===== src/rtl/wave_controller.sv =====
// Game-flow controller for the wave shooter: title, enemy waves, respawn, boss fight and end screens.
// Tracks score, lives, wave index and boss health; every output comes straight from a register.
module wave_controller #(
  parameter int          NUM_ROWS       = 3,
  parameter int          SHIPS_PER_ROW  = 6,
  parameter int          NUM_WAVES      = 2,
  parameter int          LIVES          = 3,
  parameter int          BOSS_HP        = 4,
  parameter int          SCORE_W        = 8,
  parameter int          RESPAWN_FRAMES = 60,
  parameter logic [7:0]  START_KEY      = 8'h28,
  localparam int         WAVE_W         = (NUM_WAVES > 1) ? $clog2(NUM_WAVES) : 1,
  localparam int         LIVES_W        = $clog2(LIVES + 1),
  localparam int         HP_W           = $clog2(BOSS_HP + 1)
) (
  input  logic                Clk,
  input  logic                Reset,
  input  logic                frame_tick,
  input  logic [7:0]          keycode,
  input  logic [NUM_ROWS-1:0] row_kill,
  input  logic                boss_hit,
  input  logic                player_hit,
  output logic                start,
  output logic                play,
  output logic                respawn,
  output logic                boss_logo,
  output logic                boss_fight,
  output logic                gameover,
  output logic                win,
  output logic                done,
  output logic                wave_load,
  output logic [WAVE_W-1:0]   wave,
  output logic [LIVES_W-1:0]  lives,
  output logic [SCORE_W-1:0]  score,
  output logic [HP_W-1:0]     boss_hp
);

  localparam int WAVE_KILLS = NUM_ROWS * SHIPS_PER_ROW;
  localparam int KILL_W     = $clog2(WAVE_KILLS + 1);
  localparam int RESP_W     = (RESPAWN_FRAMES > 1) ? $clog2(RESPAWN_FRAMES) : 1;
  localparam int PC_W       = $clog2(NUM_ROWS + 1);

  typedef enum logic [2:0] {
    S_START, S_PLAY, S_RESPAWN, S_BOSS_LOGO, S_BOSS_FIGHT, S_GAMEOVER, S_WIN
  } state_t;

  state_t              state_q, state_d;
  logic [6:0]          flags_q, flags_d;
  logic                done_q, done_d;
  logic                waveLoad_q, waveLoad_d;
  logic [WAVE_W-1:0]   wave_q, wave_d;
  logic [LIVES_W-1:0]  lives_q, lives_d;
  logic [SCORE_W-1:0]  score_q, score_d;
  logic [HP_W-1:0]     bossHp_q, bossHp_d;
  logic [KILL_W-1:0]   kills_q, kills_d;
  logic [RESP_W-1:0]   respCnt_q, respCnt_d;
  logic                keyPrev_q, keyPrev_d;
  logic                armed_q, armed_d;

  logic                keyDown, keyEdge;
  logic [PC_W-1:0]     killCount;
  int                  killTotal;
  logic [KILL_W-1:0]   killSat;
  logic [LIVES_W-1:0]  livesDec;
  logic [HP_W-1:0]     hpAfter;

  function automatic logic [SCORE_W-1:0] satAdd(input logic [SCORE_W-1:0] a,
                                                 input logic [PC_W-1:0]    b);
    logic [SCORE_W:0] s;
    s = {1'b0, a} + (SCORE_W + 1)'(b);
    return s[SCORE_W] ? {SCORE_W{1'b1}} : s[SCORE_W-1:0];
  endfunction

  // The key must be seen released once after reset before a press counts, so a key held through reset is ignored.
  always_comb begin
    keyDown   = (keycode == START_KEY);
    keyEdge   = keyDown && !keyPrev_q && armed_q;
    killCount = '0;
    for (int r = 0; r < NUM_ROWS; r++) begin
      killCount = killCount + PC_W'(row_kill[r]);
    end
    killTotal = int'(kills_q) + int'(killCount);
    killSat   = (killTotal >= WAVE_KILLS) ? KILL_W'(WAVE_KILLS) : KILL_W'(killTotal);
    livesDec  = (lives_q != '0) ? lives_q - LIVES_W'(1) : '0;
    hpAfter   = bossHp_q;

    state_d    = state_q;
    waveLoad_d = 1'b0;
    wave_d     = wave_q;
    lives_d    = lives_q;
    score_d    = score_q;
    bossHp_d   = bossHp_q;
    kills_d    = kills_q;
    respCnt_d  = respCnt_q;
    keyPrev_d  = keyDown;
    armed_d    = armed_q | ~keyDown;

    case (state_q)
      S_START: begin
        if (keyEdge) begin
          state_d    = S_PLAY;
          wave_d     = '0;
          score_d    = '0;
          lives_d    = LIVES_W'(LIVES);
          kills_d    = '0;
          waveLoad_d = 1'b1;
        end
      end
      // Kills score before a same-cycle hit is judged; losing the last life overrides wave completion.
      S_PLAY: begin
        score_d = satAdd(score_q, killCount);
        kills_d = killSat;
        if (player_hit) begin
          lives_d = livesDec;
          if (livesDec == '0) begin
            state_d = S_GAMEOVER;
          end else begin
            state_d   = S_RESPAWN;
            respCnt_d = '0;
          end
        end else if (killSat == KILL_W'(WAVE_KILLS)) begin
          if (int'(wave_q) < NUM_WAVES - 1) begin
            wave_d     = wave_q + WAVE_W'(1);
            kills_d    = '0;
            waveLoad_d = 1'b1;
          end else begin
            state_d = S_BOSS_LOGO;
          end
        end
      end
      S_RESPAWN: begin
        if (frame_tick) begin
          if (int'(respCnt_q) >= RESPAWN_FRAMES - 1) begin
            state_d   = S_PLAY;
            respCnt_d = '0;
          end else begin
            respCnt_d = respCnt_q + RESP_W'(1);
          end
        end
      end
      S_BOSS_LOGO: begin
        if (keyEdge) begin
          bossHp_d = HP_W'(BOSS_HP);
          state_d  = S_BOSS_FIGHT;
        end
      end
      S_BOSS_FIGHT: begin
        if (boss_hit && bossHp_q != '0) begin
          hpAfter = bossHp_q - HP_W'(1);
          score_d = satAdd(score_q, PC_W'(1));
        end
        bossHp_d = hpAfter;
        if (player_hit) begin
          lives_d = livesDec;
        end
        if (player_hit && livesDec == '0) begin
          state_d = S_GAMEOVER;
        end else if (hpAfter == '0) begin
          state_d = S_WIN;
        end
      end
      S_GAMEOVER, S_WIN: begin
        if (keyEdge) begin
          state_d = S_START;
        end
      end
      default: state_d = S_START;
    endcase

    flags_d = 7'b1 << state_d;
    done_d  = (state_d == S_GAMEOVER) || (state_d == S_WIN);
  end

  always_ff @(posedge Clk) begin
    if (!Reset) begin
      state_q    <= S_START;
      flags_q    <= 7'b0000001;
      done_q     <= 1'b0;
      waveLoad_q <= 1'b0;
      wave_q     <= '0;
      lives_q    <= LIVES_W'(LIVES);
      score_q    <= '0;
      bossHp_q   <= '0;
      kills_q    <= '0;
      respCnt_q  <= '0;
      keyPrev_q  <= 1'b0;
      armed_q    <= 1'b0;
    end else begin
      state_q    <= state_d;
      flags_q    <= flags_d;
      done_q     <= done_d;
      waveLoad_q <= waveLoad_d;
      wave_q     <= wave_d;
      lives_q    <= lives_d;
      score_q    <= score_d;
      bossHp_q   <= bossHp_d;
      kills_q    <= kills_d;
      respCnt_q  <= respCnt_d;
      keyPrev_q  <= keyPrev_d;
      armed_q    <= armed_d;
    end
  end

  assign {win, gameover, boss_fight, boss_logo, respawn, play, start} = flags_q;
  assign done      = done_q;
  assign wave_load = waveLoad_q;
  assign wave      = wave_q;
  assign lives     = lives_q;
  assign score     = score_q;
  assign boss_hp   = bossHp_q;

endmodule


===== config.mk =====
export PLATFORM = sky130hd
export DESIGN_NAME = wave_controller
export DESIGN_NICKNAME = d
export VERILOG_FILES = /design/src/rtl/wave_controller.sv
export SDC_FILE = /design/constraint.sdc
export NUM_CORES = 1
export LEC_CHECK = 0
export CAP_MARGIN = 5
export CORE_MARGIN = 1
export CORE_UTILIZATION = 53
export DETAILED_ROUTE_END_ITERATION = 16
export GPL_TIMING_DRIVEN = 0
export PLACE_DENSITY = 0.79
export SLEW_MARGIN = 20
export SYNTH_ARGS = -nofsm -noshare
export SYNTH_HDL_FRONTEND = slang
export SYNTH_SLANG_ARGS = --single-unit

===== constraint.sdc =====
create_clock -name Clk -period 3.3 [get_ports Clk]
set_input_delay 0.33 -clock Clk [delete_from_list [all_inputs] [get_ports Clk]]
set_output_delay 0.33 -clock Clk [all_outputs]
set_load 0.02 [all_outputs]

Word-level counts from Yosys, hierarchy flattened
Index checks and enable logic that the tools add are counted.
{"block": "totals", "register_bits": 39, "inputBits": 16, "word_cells": 117}
{"block": "classes", "add_sub_neg": 9, "n_lt_le_gt_ge": 3, "eq_ne": 20, "shifts": 1, "n_mux": 46, "bitwise": 2, "n_reduce_logical": 24}
{"cell": "3-bit two-way mux", "count": 14}
{"cell": "8-bit two-way mux", "count": 4}
{"cell": "5-bit two-way mux", "count": 5}
{"cell": "6-bit two-way mux", "count": 4}
{"cell": "8-bit case mux with 3 select lines", "count": 1}
{"cell": "2-bit != test (second input constant)", "count": 9}
{"cell": "3-bit case mux with 6 select lines", "count": 1}
{"cell": "3-bit equality test (second input constant)", "count": 5}
{"cell": "6-bit case mux with 2 select lines", "count": 1}
{"cell": "5-bit case mux with 2 select lines", "count": 1}
{"cell": "2-bit nonzero test", "count": 5}
{"cell": "8-bit by 1-bit adder with 9-bit output (second input constant)", "count": 1}
{"cell": "8-bit by 2-bit adder with 9-bit output", "count": 1}
{"cell": "8-bit by 6-bit equality test with 1-bit output (second input constant)", "count": 1}
{"cell": "1-bit two-way mux", "count": 8}
{"cell": "1-bit by 3-bit << shifter with 7-bit output (first input constant)", "count": 1}
{"cell": "5-bit by 2-bit adder with 6-bit output", "count": 1}
{"cell": "6-bit by 1-bit adder with 6-bit output (second input constant)", "count": 1}
{"cell": "3-bit by 2-bit equality test with 1-bit output (second input constant)", "count": 2}
{"cell": "6-bit by 5-bit >= comparator with 1-bit output (second input constant)", "count": 1}
{"cell": "6-bit >= comparator (second input constant)", "count": 1}
{"cell": "3-bit logical NOT", "count": 2}
{"cell": "2-bit two-way mux", "count": 3}
{"cell": "3-bit case mux with 2 select lines", "count": 1}
{"cell": "other kinds (23)", "count": 31}

Longest topological paths before layout
Gate-level depths: netlist (run 1).
{"block": "logic_depth", "depth_word": 11, "mapped_depth": 9, "depth_no_buf": 9}

Least setup slack after synthesis (run 1)
Ideal clock, no wire load.
{"block": "synth_timing", "path_type": "in2reg", "start": "input port row_kill[0]", "end": "register flags_q[3]", "t_arrival_ns": 2.778, "t_required_ns": 3.184, "setup_slack_ns": 0.406, "stages": 9, "cell_sequence": "fa_1 -> ha_1 -> fa_1 -> o31a_1 -> a211o_1 -> o311ai_2 -> nor2_4 -> nor3_4 -> and3b_1"}
{"block": "synth_between", "elab_chain_cells": 10}
{"element": "start: declaration", "line": "20", "rtl": "input logic [NUM_ROWS-1:0] row_kill,"}
{"element": "1-bit by 1-bit adder with 2-bit output *", "line": "80", "rtl": "killCount = killCount + PC_W'(row_kill[r]);"}
{"element": "2-bit by 1-bit adder with 2-bit output *", "line": "80"}
{"element": "5-bit by 2-bit adder with 6-bit output *", "line": "82", "rtl": "killTotal = int'(kills_q) + int'(killCount);"}
{"element": "6-bit by 5-bit >= comparator with 1-bit output", "line": "83", "rtl": "killSat = (killTotal >= WAVE_KILLS) ? KILL_W'(WAVE_KILLS) : KILL_W'(killTotal);"}
{"element": "5-bit two-way mux *", "line": "83"}
{"element": "5-bit equality test *", "line": "121", "rtl": "end else if (killSat == KILL_W'(WAVE_KILLS)) begin"}
{"element": "3-bit two-way mux *", "line": "121"}
{"element": "3-bit two-way mux *", "line": "113", "rtl": "if (player_hit) begin"}
{"element": "3-bit case mux with 6 select lines *", "line": "98", "rtl": "case (state_q)"}
{"element": "1-bit by 3-bit << shifter with 7-bit output *", "line": "170", "rtl": "flags_d = 7'b1 << state_d;"}
{"element": "end signal: assignment", "line": "190", "rtl": "flags_q <= flags_d;"}
{"element": "end: declaration", "line": "48", "rtl": "logic [6:0] flags_q, flags_d;"}
Every way passes the cells marked *; elsewhere a longest branch is shown, timed or not.
A chain may end at the register's enable or synchronous reset.

Final worst setup path (run 1)
Ends and elaborated chain as after synthesis.

==> results of run 1 <==
[per-stage QoR]
step,util,cell area [um^2]
6_report,0.682,2970
5_1_grt,0.682,2970
4_1_cts,0.676,2940
3_5_place_dp,0.649,2830
3_3_place_gp,0.649,2830
2_1_floorplan,-,2390
[cell type report]
type / instances / area share
Buffer: 13 / 0.0274
Clock buffer: 6 / 0.0278
Clock inverter: 2 / 0.0118
Inverter: 10 / 0.0126
Multi-Input combinational cell: 212 / 0.511
Sequential cell: 39 / 0.263
Tap cell: 52 / 0.0219
Timing Repair Buffer: 37 / 0.125
[repair_timing]
item / 4_1_cts / 5_1_grt
hold buffers: 0 / 0
resized for setup: 0 / 4
endpoints found under the setup margin: 0 / 9
[state kept, by name (all words and copies together) (netlist names)]
register   flops
flags_q        7
done           1
boss_hp        3
kills_q        5
lives          2
state_q        3
armed_q        1
wave           1
score          8
wave_load      1
keyPrev_q      1
respCnt_q      6
[kinds of logic (layout without fill, tap and decap cells)]
kind of cell    count (synthesis)  count (layout)  synth area share
compound gates                 82              82             0.243
mux                             3               3            0.0136
simple gates                  104             104             0.256
xor+xnor                       12              12            0.0440
buf+inv                        23              68            0.0497
fa+ha+maj                      11              11            0.0670
flops                          39              39             0.327
[cells in the mapped netlist (3+ instances only)]
master / instances
a21o_1: 4
nand4_1: 6
nor2_1: 26
nor2b_1: 5
clkbuf_1: 7
o21ai_1: 5
nand2b_1: 6
and3_1: 6
o31ai_1: 4
or3_1: 3
nand2_1: 18
nand4b_1: 3
nor3_1: 4
buf_4: 4
nand3_1: 11
a31oi_1: 4
ha_1: 8
fa_1: 3
inv_1: 8
a211oi_1: 3
dfxtp_1: 39
o22ai_1: 3
xnor2_1: 3
o21ai_0: 18
xor2_1: 9
a21oi_1: 18
[layer usage]
layer	up-vias	wire [um]	track usage
met5	-	0	0
met3	6	287	0.0599
met1	1064	2500	0.312
met2	60	2710	0.406
li1	1093	-	-
met4	0	48	0.0703
[worst min path at each step]
| stage | start | to | slack [ns] |
|---|---|---|---|
| final | armed_q$_SDFF_PN0_ | armed_q$_SDFF_PN0_ | 0.47 |
| after global routing | armed_q$_SDFF_PN0_ | armed_q$_SDFF_PN0_ | 0.49 |
| after CTS | armed_q$_SDFF_PN0_ | armed_q$_SDFF_PN0_ | 0.47 |
| after detailed placement | armed_q$_SDFF_PN0_ | armed_q$_SDFF_PN0_ | 0.45 |
| after global placement | armed_q$_SDFF_PN0_ | armed_q$_SDFF_PN0_ | 0.44 |
| after floorplan | armed_q$_SDFF_PN0_ | armed_q$_SDFF_PN0_ | 0.44 |
[power by group]
part	switching [W]	internal, W	leakage, nW
Combinational	0.000140	0.000115	0.728
Sequential	0.0000194	0.000493	0.316
Clock	0.000169	0.000245	0.0612
Total	0.000328	0.000853	1.10
[worst reg2reg max path, delay by kind of cell, from the launching register on]
kind	cells	cell delay (ns)
AOI/OAI and AO/OA	3	0.73
adders and majority gates	2	0.72
and+or+nand+nor	3	0.57
DFF	1	0.35
==> impl_metrics.yaml, run 1 <==
run_status:
  status: "finished, final reports clean"
synth:
  syn-num-nets: 301
  postSynthAreaPerCell_um2: 8.73
  synthArstFlopShare: 0
  ys_types: 63
  synth_cells: 274
  synth_area_leaders: "dfxtp_1 (33%), ha_1 (4.2%), nor2_1 (4.1%)"
  yosys.area.top_type: "dfxtp_1"
  yosys_register_bits: 39
  syn-cell-area_um2: 2390
  yosys_warnings: 0
  yosysSeqAreaShare: 0.327
  synth_ff_type: "dfxtp_1"
  synth_edf_count: 0
  synth.top_cell.area_share: 0.327
clock_tree:
  cts_max_level: 2
  cts_buffers: 5
  clkSinkCount: 39
  clkTransAtPathRegs_ns: 0.07
  insertion_delay_ns: 0.29
  post_cts_buffers: 0
  clockBufferDepth: 2
  cts_tree: "done"
  root_buffer: "clkbuf_8"
setup_path:
  rrSetupSlack_ns: 0.84
  timing.rr.end: "flags_q[3]$_SDFF_PP0_"
  crit_family: "adder cells"
  reg2reg_depth: 8
  cp_data_required_time_ns: 3.49
  path_cells: "clkdlybuf4s50_1, fa_1, ha_4, fa_2, o31a_1, a211o_1, o311ai_4, nor2_4, nor3_4, and3b_1"
  cp.arrival_ns: 3.34
  slowest_delay_ns: 0.55
  endpoint: "flags_q[3]$_SDFF_PP0_"
  cp-start-kind: "primary input"
  worstSetupEndpointType: "register"
  cpMaxStageDelayCell: "fa_1"
  crit_fanout: 8
  worst-path-buf-inv: 1
  worstSetupStartpoint: "row_kill[0]"
  timing_worst_setup_path_type: "in2reg"
  r2r_start: "kills_q[0]$_SDFFE_PN0P_"
  crit_cells: 10
detailed_routing:
  wl_um: 5540
  antenna_left: 0
  num_vias: 2223
  vias_per_cell: 5.99
  wire_per_inst_um: 14.9
  dr.pass1.iters: 4
  drc: 0
  first_iter_violations: 135
timing:
  max_slew_margin: 0.610
  fin_setup_tns_ns: 0
  rsz0062_at_grt: "no"
  finalSetupViolations: 0
  fmax_mhz: 317
  fin_hold_ws_ns: 0.466
  slew_viol_final: 0
  finalHoldViolations: 0
  fin_worst_skew_ns: 0.00627
  period_needed_ns: 3.15
  fin_crit_sh: 0.955
  fin_ws_ns: 0.148
  worstMarginPinSlew_ns: 0.582
die:
  num_io_pins: 39
  rows: 24
  die_height_um: 69.2
  die_area_um2: 4780
  start_util: 0.549
  fp.coreArea_um2: 4350
  dieWidth_um: 69.2
placement:
  io_buffers: 37
  placed_cells: 363
  dp.final_hpwl_um: 3950
  dp_slack_ns: -0.259
  finalWeightedCongestion: 0.883
global_routing:
  grt_max_degree: 13
  track_usage: 0.244
  grt_antenna_before_repair: 0
  grt_pass1_wl_um: 9470
  grt.overflow.total: 0
  grt_pass1_vias: 2072
hold_path:
  min_delay_path_depth: 2
  hold_class: "reg2reg"
power:
  leakagePower_nw: 1.10
  cellPowerDensity_nw_per_um2: 398
  peakVddDrop_mv: 0.450
  power_w: 0.00118
finish:
  multi_input_area_um2: 1520
  final_common_cell: "dfxtp_1"
  final_cell_mix: "dfxtp_1 (39), clkdlybuf4s50_1 (37), nor2_1 (26)"
  finalNetCount: 345
  area_growth_pct: 24.2
  drive_above_1_share: 0.113
  num_antenna_cells: 0
  fillers: 343
  stdcell_count: 371
  seq_area_um2: 781
flow_run:
  maxCapViolCount: 0
(Power assumes the default switching activity.)
==> run 2: changes to the inputs <==
Settings changed: REMOVE_ABC_BUFFERS from default to 1.
==> run 2 against run 1 <==
Effect of this change:
- via count shrank 4.0%
- largest cell class unchanged
- count of clock-buffer cells in the layout is the same
- first-iteration DRC count shrank 15%
==> impl_metrics.yaml, run 2 (synthesis gave the netlist of run 1 again) <==
power:
  power_w: 0.00107
  leakagePower_nw: 1.05
  cellPowerDensity_nw_per_um2: 373
  p_clk_frac: 0.292
  seqPwrFrac: 0.492
  combPwrFrac: 0.215
  swShare: 0.297
  intPower_w: 0.000753
  p_switching_w: 0.000318
  peakVddDrop_mv: 0.199
global_routing:
  grt_antenna_before_repair: 0
  grt_pass1_vias: 1869
  grt_max_degree: 19
  grt.overflow.total: 0
  grt_pass1_wl_um: 8560
  track_usage: 0.218
timing:
  rsz0062_at_grt: "no"
  fin_crit_sh: 0.971
  worstMarginPinSlew_ns: 1.01
  slew_viol_final: 0
  period_needed_ns: 3.20
  max_slew_margin: 0.322
  finalSetupViolations: 0
  fin_worst_skew_ns: 0.00495
  fmax_mhz: 312
  finalHoldViolations: 0
flow_run:
  maxCapViolCount: 0
detailed_routing:
  vias_per_cell: 5.93
  first_iter_violations: 115
  num_vias: 2134
  antenna_left: 0
  drc: 0
  wl_um: 5030
  wire_per_inst_um: 14.0
  dr.pass1.iters: 4
hold_path:
  hold_end: "armed_q$_SDFF_PN0_"
  hold_class: "reg2reg"
  hold_start: "armed_q$_SDFF_PN0_"
  min_delay_path_depth: 2
clock_tree:
  cts_hold_buf: 0
  clockBufferDepth: 2
  cts_max_level: 2
  root_buffer: "clkbuf_8"
  clkTransAtPathRegs_ns: 0.08
  cts_tree: "done"
  cts_buffers: 5
  insertion_delay_ns: 0.29
  clkSinkCount: 39
placement:
  io_buffers: 38
  dp.final_hpwl_um: 3510
  placed_area_um2: 2760
  finalWeightedCongestion: 0.873
setup_path:
  crit_family: "adder cells"
  cp.arrival_ns: 3.36
  crit_fanout: 8
  worst-path-buf-inv: 2
  path_cells: "clkdlybuf4s50_1, fa_1, ha_2, fa_2, o31a_1, a211o_1, o311ai_4, nor2_4, nor3_4, buf_4, nor2_1"
  reg2reg_depth: 5
  cp-start-kind: "primary input"
  worstSetupEndpointType: "register"
  cp_data_required_time_ns: 3.46
  r2r_start: "state_q[2]$_SDFF_PN0_"
  cpMaxStageDelayCell: "fa_1"
  timing.rr.end: "flags_q[4]$_SDFF_PN0_"
  worstSetupStartpoint: "row_kill[0]"
  rrSetupSlack_ns: 0.68
  timing_worst_setup_path_type: "in2reg"
  slowest_delay_ns: 0.59
finish:
  finalNetCount: 334
  largest_reg_flops: 8
  drive_above_1_share: 0.101
  num_antenna_cells: 0
  final_common_cell: "dfxtp_1"
  design_area_um2: 2870
  final_cell_mix: "dfxtp_1 (39), clkdlybuf4s50_1 (38), nor2_1 (26)"
  area_growth_pct: 19.9
die:
  rows: 24
  die_area_um2: 4780
  num_io_pins: 39
  dieWidth_um: 69.2
  die_height_um: 69.2
  start_util: 0.549
  fp.coreArea_um2: 4350
run_status:
  status: "finished, final reports clean"
==> run 2: worst max path at each step <==
stage | end | cells after the start
floorplan | flags_q[3]$_SDFF_PP0_ | 9
global placement | flags_q[3]$_SDFF_PP0_ | 10
detailed placement | flags_q[3]$_SDFF_PP0_ | 10
CTS | flags_q[3]$_SDFF_PP0_ | 10
global route | state_q[1]$_SDFF_PN0_ | 11
finish | state_q[1]$_SDFF_PN0_ | 11
==> run 2: final cells by class <==
type | instances | area, um^2
clock buffer | 6 | 72.6
clock inverter | 2 | 12.5
fill | 356 | 1490
inverter | 10 | 37.5
multi-input combinational | 212 | 1510
sequential | 39 | 781
tap | 52 | 65.1
timing repair buffer | 39 | 388
==> run 2: per-layer routing <==
metal / share of wire / GRT usage / vias to the layer above
li1: - / - / 1071
met4: 0.014 / 0.0748 / 0
met2: 0.46 / 0.346 / 60
met5: 0 / 0 / -
met1: 0.48 / 0.295 / 995
met3: 0.047 / 0.0453 / 8
==> run 2: worst reg2reg max path: cells and delay by family (launching register included) <==
| kind | cells | cell delay [ns] |
|---|---|---|
| AO/OA/AOI/OAI | 2 | 0.59 |
| AND/OR/NAND/NOR | 3 | 1.24 |
| flip-flops | 1 | 0.69 |
==> run 2: power by group through the flow <==
stage / Clock [W] / Combinational (W) / Sequential (W)
after floorplan: 0 / 0.000122 / 0.000551
after global routing: 0.000342 / 0.000253 / 0.000532
final: 0.000313 / 0.000231 / 0.000527
after global placement: 0 / 0.000219 / 0.000537
after detailed placement: 0 / 0.000223 / 0.000538
after CTS: 0.000322 / 0.000224 / 0.000527
==> run 2: what timing repair did <==
action                                 CTS  global route
endpoints found under the hold margin    0             0
setup endpoints to repair                0             7
resized for setup                        0             3
buffers inserted                         0             1
==> run 2: metrics by stage <==
step	setup TNS [ns]	hold slack [ns]	instances	utilization	setup slack, ns
finish	0	0.466	360	0.659	0.0962
global route	0	0.510	360	0.659	0.00374
CTS	0	0.467	359	0.653	0.0277
detailed placement	-1.55	0.452	351	0.634	-0.269
global placement	-1.40	0.446	351	0.633	-0.240
floorplan	0	0.402	261	-	0.406
==> run 3: changes to the inputs <==
Settings changed: SLEW_MARGIN 20 to default.
==> results of run 3 <==
Same layout as run 2: the final DEF is identical, and so are final timing and power.
